### config.mk
export PLATFORM = sky130hd
export DESIGN_NAME = load_store_unit
export DESIGN_NICKNAME = d
export VERILOG_FILES = /design/src/rtl/load_store_unit.sv
export SDC_FILE = /design/constraint.sdc
export NUM_CORES = 1
export LEC_CHECK = 0
export BUFFER_PORTS_ARGS = -buffer_cell sky130_fd_sc_hd__buf_2
export CAP_MARGIN = 5
export CORE_ASPECT_RATIO = 1.1
export CORE_MARGIN = 4
export CORE_UTILIZATION = 45
export DETAILED_ROUTE_END_ITERATION = 16
export GPL_ROUTABILITY_DRIVEN = 0
export GPL_TIMING_DRIVEN = 0
export HOLD_SLACK_MARGIN = 0.1
export PLACE_DENSITY_LB_ADDON = 0.2
export SLEW_MARGIN = 10
export SYNTH_ARGS = -nofsm -noshare
export SYNTH_HDL_FRONTEND = slang
export SYNTH_SLANG_ARGS = --single-unit
### constraint.sdc
create_clock -name clk -period 5.8 [get_ports clk]
set_input_delay 0.29 -clock clk [delete_from_list [all_inputs] [get_ports clk]]
set_output_delay 0.29 -clock clk [all_outputs]
set_load 0.03 [all_outputs]
### src/rtl/load_store_unit.sv
// load_store_unit: multi-cycle byte/half/word load-store engine between the
// datapath and a word-addressed, combinationally read data memory.
//
// Ports:
//   clk, reset         clock; synchronous active-high reset
//   req_valid/ready    request handshake (ready only in IDLE, not in reset)
//   req_write          1 = store, 0 = load
//   req_size           00 byte, 01 half, 10 word, 11 illegal
//   req_unsigned       load zero-extend (1) / sign-extend (0)
//   req_addr           byte address
//   req_wdata          right-aligned store data
//   resp_valid         one-cycle completion pulse
//   resp_rdata         extended load data (0 for stores and errors)
//   resp_error         misaligned, illegal size or out-of-range request
//   mem_address        word index driven in ACCESS/WRITE, else 0
//   mem_write_data     word to write
//   mem_write          write enable (forced low while reset is high)
//   mem_read_data      combinational read data for mem_address
module load_store_unit #(
  parameter int unsigned MEM_WORDS = 256
) (
  input  logic        clk,
  input  logic        reset,
  input  logic        req_valid,
  output logic        req_ready,
  input  logic        req_write,
  input  logic [1:0]  req_size,
  input  logic        req_unsigned,
  input  logic [31:0] req_addr,
  input  logic [31:0] req_wdata,
  output logic        resp_valid,
  output logic [31:0] resp_rdata,
  output logic        resp_error,
  output logic [31:0] mem_address,
  output logic [31:0] mem_write_data,
  output logic        mem_write,
  input  logic [31:0] mem_read_data
);

  localparam int unsigned IDX_W = 30;
  localparam logic [IDX_W-1:0] MEM_LIMIT = IDX_W'(MEM_WORDS);

  localparam logic [1:0] SIZE_BYTE = 2'b00;
  localparam logic [1:0] SIZE_HALF = 2'b01;
  localparam logic [1:0] SIZE_WORD = 2'b10;

  typedef enum logic [1:0] {IDLE, ACCESS, WRITE, RESP} state_e;

  state_e      state_q;
  logic [1:0]  size_q;
  logic [1:0]  lane_q;
  logic        write_q;
  logic        unsigned_q;
  logic [15:0] wdata_q;   // only sub-word stores need the latched data

  logic        resp_valid_q;
  logic [31:0] resp_rdata_q;
  logic        resp_error_q;
  logic [31:0] mem_address_q;
  logic [31:0] mem_write_data_q;
  logic        mem_write_q;

  logic        accept;
  logic        req_err;
  logic [7:0]  load_byte;
  logic [15:0] load_half;
  logic [31:0] load_ext;
  logic [31:0] merge_word;

  assign req_ready = (state_q == IDLE) && !reset;
  assign accept    = req_valid && req_ready;

  // Reject illegal size, misalignment and indices past the end of memory
  always_comb begin
    req_err = 1'b0;
    if (req_size == 2'b11)                                req_err = 1'b1;
    if (req_size == SIZE_HALF && req_addr[0] != 1'b0)     req_err = 1'b1;
    if (req_size == SIZE_WORD && req_addr[1:0] != 2'b00)  req_err = 1'b1;
    if (req_addr[31:2] >= MEM_LIMIT)                      req_err = 1'b1;
  end

  // Little-endian lane extraction and extension for loads
  always_comb begin
    load_byte = mem_read_data[{lane_q, 3'b000} +: 8];
    load_half = lane_q[1] ? mem_read_data[31:16] : mem_read_data[15:0];
    case (size_q)
      SIZE_BYTE: load_ext = {{24{~unsigned_q & load_byte[7]}}, load_byte};
      SIZE_HALF: load_ext = {{16{~unsigned_q & load_half[15]}}, load_half};
      default:   load_ext = mem_read_data;
    endcase
  end

  // Read-modify-write merge for sub-word stores
  always_comb begin
    merge_word = mem_read_data;
    if (size_q == SIZE_BYTE) begin
      merge_word[{lane_q, 3'b000} +: 8] = wdata_q[7:0];
    end else if (lane_q[1]) begin
      merge_word[31:16] = wdata_q;
    end else begin
      merge_word[15:0] = wdata_q;
    end
  end

  // Control FSM with registered outputs
  always_ff @(posedge clk) begin
    if (reset) begin
      state_q          <= IDLE;
      size_q           <= 2'b00;
      lane_q           <= 2'b00;
      write_q          <= 1'b0;
      unsigned_q       <= 1'b0;
      wdata_q          <= 16'h0;
      resp_valid_q     <= 1'b0;
      resp_rdata_q     <= 32'h0;
      resp_error_q     <= 1'b0;
      mem_address_q    <= 32'h0;
      mem_write_data_q <= 32'h0;
      mem_write_q      <= 1'b0;
    end else begin
      case (state_q)
        IDLE: begin
          if (accept) begin
            size_q     <= req_size;
            lane_q     <= req_addr[1:0];
            write_q    <= req_write;
            unsigned_q <= req_unsigned;
            wdata_q    <= req_wdata[15:0];
            if (req_err) begin
              state_q      <= RESP;
              resp_valid_q <= 1'b1;
              resp_error_q <= 1'b1;
              resp_rdata_q <= 32'h0;
            end else begin
              state_q       <= ACCESS;
              mem_address_q <= {2'b00, req_addr[31:2]};
              // Word stores write directly during ACCESS
              if (req_write && req_size == SIZE_WORD) begin
                mem_write_q      <= 1'b1;
                mem_write_data_q <= req_wdata;
              end
            end
          end
        end
        ACCESS: begin
          if (write_q && size_q != SIZE_WORD) begin
            state_q          <= WRITE;
            mem_write_q      <= 1'b1;
            mem_write_data_q <= merge_word;
          end else begin
            state_q          <= RESP;
            resp_valid_q     <= 1'b1;
            resp_rdata_q     <= write_q ? 32'h0 : load_ext;
            mem_write_q      <= 1'b0;
            mem_write_data_q <= 32'h0;
            mem_address_q    <= 32'h0;
          end
        end
        WRITE: begin
          state_q          <= RESP;
          resp_valid_q     <= 1'b1;
          resp_rdata_q     <= 32'h0;
          mem_write_q      <= 1'b0;
          mem_write_data_q <= 32'h0;
          mem_address_q    <= 32'h0;
        end
        RESP: begin
          state_q      <= IDLE;
          resp_valid_q <= 1'b0;
          resp_rdata_q <= 32'h0;
          resp_error_q <= 1'b0;
        end
        default: state_q <= IDLE;
      endcase
    end
  end

  assign resp_valid     = resp_valid_q;
  assign resp_rdata     = resp_rdata_q;
  assign resp_error     = resp_error_q;
  assign mem_address    = mem_address_q;
  assign mem_write_data = mem_write_data_q;
  // No write may reach memory in a reset cycle
  assign mem_write      = mem_write_q && !reset;

endmodule

* After elaboration in Yosys (flattened, before gate mapping)
Cells that the tools add are included.
** Storage, ports and cells
- Flip-flop bits (word level) :: 123
- Word-level logic and storage cells :: 90
** Cells by class
- Eq/ne operators :: 13
- Bitwise gates (word level) :: 3
- Order comparisons :: 1
- Shifts and indexed selects :: 3
- Add/subtract/negate cells :: 1
- Mux-type cells :: 38
- Reductions and logical operators :: 19
** Operators by type and width (number)
- two-way mux 32 bit :: 12
- case mux 32 bit (3 select lines) :: 3
- case mux 32 bit (2 select lines) :: 1
- two-way mux 16 bit :: 3
- bitwise mux 32 bit :: 1
- variable shift 8 x 7 -> 32 bit (first input constant) :: 1
- indexed part select 32 x 6 -> 8 bit :: 1
- indexed part select 8 x 7 -> 32 bit :: 1
- >= comparator 30 x 9 -> 1 bit (second input constant) :: 1
- two-way mux 1 bit :: 12
- != test 2 bit (second input constant) :: 5
- equality test 2 bit (second input constant) :: 4
- case mux 2 bit (4 select lines) :: 1
- AND reduction 4 bit :: 2
- logical AND 1 bit :: 7
- negation 5 -> 7 bit :: 1
- equality test 2 x 1 -> 1 bit (second input constant) :: 3
- AND reduction 3 bit :: 2
- zero test 2 bit :: 2
- two-way mux 2 bit :: 2
- case mux 1 bit (4 select lines) :: 1
- nonzero test 2 bit :: 2
- case mux 1 bit (3 select lines) :: 1
- nonzero test 3 bit :: 1
- 7 further kinds :: 8

* Logic depth before layout (Yosys ltp)
- Depth in word-level cells :: 8
- Depth in mapped cells :: 10
- Mapped depth without buffers :: 7

* Least setup slack after synthesis
OpenSTA, ideal clock, no wires.
- Kind :: register -> register
- Start :: register lane_q[1]
- End :: register mem_write_data_q[27], in the netlist mem_write_data[27]
- Setup slack :: 3.604 ns
- Stages on the path, launching flop included :: 10
- Library setup time :: 0.086 ns
- Required time :: 5.714 ns
- Arrival :: 2.110 ns
- Cells stage by stage :: dfxtp_1 buf_2 inv_2 ha_1 nor4bb_1 buf_1 a221oi_1 a211oi_1 a21oi_1 a211oi_1
** Between the ends
- Word-level cells in the longest chain between the ends :: 6
- Elaborated cells between the ends (all ways) :: 8
- Classes of those cells :: add/sub: 1; shift: 2; mux: 5
** RTL lines
- start: declaration :: RTL line 51 : logic [1:0] lane_q;
- start signal: assignment :: RTL line 125 : lane_q <= req_addr[1:0];
- negation 5 -> 7 bit :: RTL line 97 : merge_word[{lane_q, 3'b000} +: 8] = wdata_q[7:0];
- indexed part select 8 x 7 -> 32 bit or variable shift 8 x 7 -> 32 bit (tied branches) :: RTL line 97
- bitwise mux 32 bit :: RTL line 97
- two-way mux 32 bit (*) :: RTL line 96 : if (size_q == SIZE_BYTE) begin
- two-way mux 32 bit (*) :: RTL line 146 : if (write_q && size_q != SIZE_WORD) begin
- case mux 32 bit (3 select lines) (*) :: RTL line 121 : case (state_q)
- end signal: assignment :: RTL line 140 : mem_write_data_q <= req_wdata;
- end signal: assignment :: RTL line 149 : mem_write_data_q <= merge_word;
- end: declaration :: RTL line 60 : logic [31:0] mem_write_data_q;
Every way passes the cells marked *; elsewhere a longest branch is shown, timed or not.
A chain may end at the register's enable or synchronous reset.

* Final worst setup path
- Start :: register lane_q[1]
- End :: register mem_write_data_q[25], in the netlist mem_write_data[25]
Same word-level chain as after synthesis.

==> reports/qor.yml <==
detailed_routing:
  drt_wl_total_um: 24100
  drt_iter0_markers: 732
  wire_per_inst_um: 19.2
  vias: 7388
  ant_nets: 0
  via_per_inst: 5.90
  remaining_drc_errors: 0
  first_pass_iters: 6
grt:
  grt_max_degree: 17
  grtUsageTotal: 0.271
  first_global_vias: 6902
  antenna_found_initial: 0
  met2_usage: 0.441
  grt.overflow.total: 0
  met3_usage: 0.0516
  grt_pass1_wl_um: 37000
  use_met1: 0.361
  busiest_layer: "met2"
clock_tree:
  clkLatencyLatePin_ns: 0.42
  clockBufferDepth: 2
  numCtsBuffers: 17
  root_buffer: "clkbuf_16"
  post_cts_resized: 0
  cts_tree: "yes"
  cts_htree_levels: 4
  clk_pin_slew_ns: 0.05
  clock-sinks: 121
setup_path:
  path_delay_family: "compound AO/OA/AOI/OAI gates"
  cp.buffers_inverters: 3
  cpPeakStageDelay_ns: 0.44
  path_max_fanout: 12
  critPathRequiredTime_ns: 6.13
  crit_slowest_cell: "dfxtp_1"
  end_kind: "register"
  crit_top_cell: "a211oi_1"
  path_cells: "buf_2 > inv_2 > ha_1 > nor4bb_1 > buf_1 > a221oi_1 > a211oi_1 > a21oi_1 > a211oi_1"
  worstSetupPathType: "register to register"
  startpoint_type: "register"
  worstPathArrival_ns: 3.13
floorplanning:
  io_pins: 203
  core_area_um2: 14600
  rows: 46
  die_h_um: 137
  fp.dieArea_um2: 17200
  initial_core_util: 0.467
  fp.dieW_um: 125
pwr:
  intPower_uw: 2450
  switchingPower_uw: 2000
  power.leakage_uw: 0.00369
  power_frac_seq: 0.267
  irDropWorstVdd_mv: 0.295
  power.density_nw_per_um2: 508
  p_clk_frac: 0.242
  p_comb_frac: 0.491
  swShare: 0.449
logic_synthesis:
  syn_inst: 820
  synth_common_cells: "dfxtp_1 (121), a21oi_1 (93), nand2_1 (84)"
  synthesis.area_um2: 6830
  yosysTopAreaCell: "dfxtp_1"
  synth.area.top_cells: "dfxtp_1 (35%), mux2i_1 (7.3%), a21oi_1 (6.8%)"
  synth-seq-area-share: 0.355
  ys_async_sr_fraction: 0
  synth-main-ff-cell: "dfxtp_1"
  yosysMostFrequentCell: "dfxtp_1"
  synth_top_area_share: 0.355
  syn_area_per_cell_um2: 8.33
  ys_seq_elements: 121
  synth_cell_type_count: 64
  yosysWarnings: 0
  synth_enable_flop_cells: 0
cells_and_area:
  stdcell_count: 1253
  seq_area_um2: 2420
  antenna_cells: 0
  syn2layout_area_growth_pct: 28.2
  multi_input_area_um2: 3950
  fillCellCount: 1350
  nNetsFinal: 1160
  utilization: 0.599
  layout-drive-gt1-share: 0.265
  fin_area_um2: 8750
timing:
  setup-violations-final: 0
  relSlewSlack: 0.443
  slew_violations: 0
  fmax_mhz: 358
  finalHoldViolations: 0
  min_period_over_period: 0.482
  fin_worst_skew_ns: 0.00674
  setup_ws_ns: 3.00
  worstMarginPinSlew_ns: 0.824
  rsz0062_at_grt: "false"
  finalSetupTns_ns: 0
  period_needed_ns: 2.80
placement:
  hpwl_um: 18500
  dp_slack_ns: 3.05
  io_buffers: 199
  dpl-instance-area_um2: 8070
  numPlacedInstances: 1212
run:
  drv_cap: 0
worst_hold_path:
  hp-class: "input pin to register"
status:
  status: "completed"
worst paths after layout:
kind | startpoint | slack [ns] | cells past startpoint | to
worst max-delay path | lane_q[1] | 3.00 | 9 | mem_write_data[25]
worst min-delay path | req_addr[0] | 0.11 | 3 | lane_q[0]
worst max register to register | lane_q[1] | 3.00 | 9 | mem_write_data[25]
worst min register to register | resp_rdata[22] | 0.45 | 2 | resp_rdata[22]
what timing repair did:
item | CTS | global route
endpoints found under the setup margin | 0 | 0
buffers inserted | 0 | 0
hold endpoints to repair | 9 | 0
hold buffers | 9 | 0
power by group through the flow:
stage          sequential (µW)  clock, µW  combinational (µW)
3_3_place_gp              1200          0                2130
2_1_floorplan             1540          0                1200
5_1_grt                   1210       1120                2350
6_report                  1190       1080                2180
4_1_cts                   1190       1090                2160
3_5_place_dp              1200          0                2140
through the flow:
stage	power (µW)	hold WS, ns
floorplan	2740	0.398
finish	4450	0.112
global route	4680	0.117
global placement	3330	0.445
detailed placement	3340	0.443
CTS	4430	0.106
cells in the final DEF (no fill, tap or decap), drive strengths merged, types with 21 or more instances in the layout:
master,n
nand4,40
o221ai,21
a21oi,93
buf,226
o21ai,55
mux2i,50
a211oi,28
dfxtp,121
clkbuf,73
nand3,28
nand2,84
nor2,32
area by class of cell:
class / count / share of cell area
Sequential cell: 121 / 0.277
Clock buffer: 20 / 0.0510
Tap cell: 192 / 0.0274
Timing Repair Buffer: 208 / 0.124
Multi-Input combinational cell: 599 / 0.452
Buffer: 80 / 0.0429
Inverter: 21 / 0.00901
Clock inverter: 12 / 0.0170
state kept, by name (all words and copies together), names as in the netlist:
register,flops
mem_address,30
resp_valid,1
lane_q,2
resp_error,1
wdata_q,16
state_q,2
write_q,1
mem_write_data,32
size_q,2
mem_write_q,1
unsigned_q,1
resp_rdata,32
layer usage:
layer,routed length [µm],vias up
met5,0,-
met4,534,0
met3,2120,44
met2,11300,380
met1,10200,3432
li1,-,3532
kinds of logic after synthesis:
kind of cell	Yosys count	share of synthesized area
buffers and inverters	101	0.0665
AND/OR/NAND/NOR	259	0.206
AO/OA/AOI/OAI	270	0.265
flip-flops	121	0.355
multiplexers	59	0.0909
other	1	0.000549
adder cells (fa/ha/maj)	9	0.0165
worst min-delay path: cells and delay by family:
kind                   cells  cell delay, ns
AND/OR/NAND/NOR            1            0.05
AO/OA/AOI/OAI              1            0.05
buffers and inverters      1            0.10
Power figures use the tool's default switching activity.
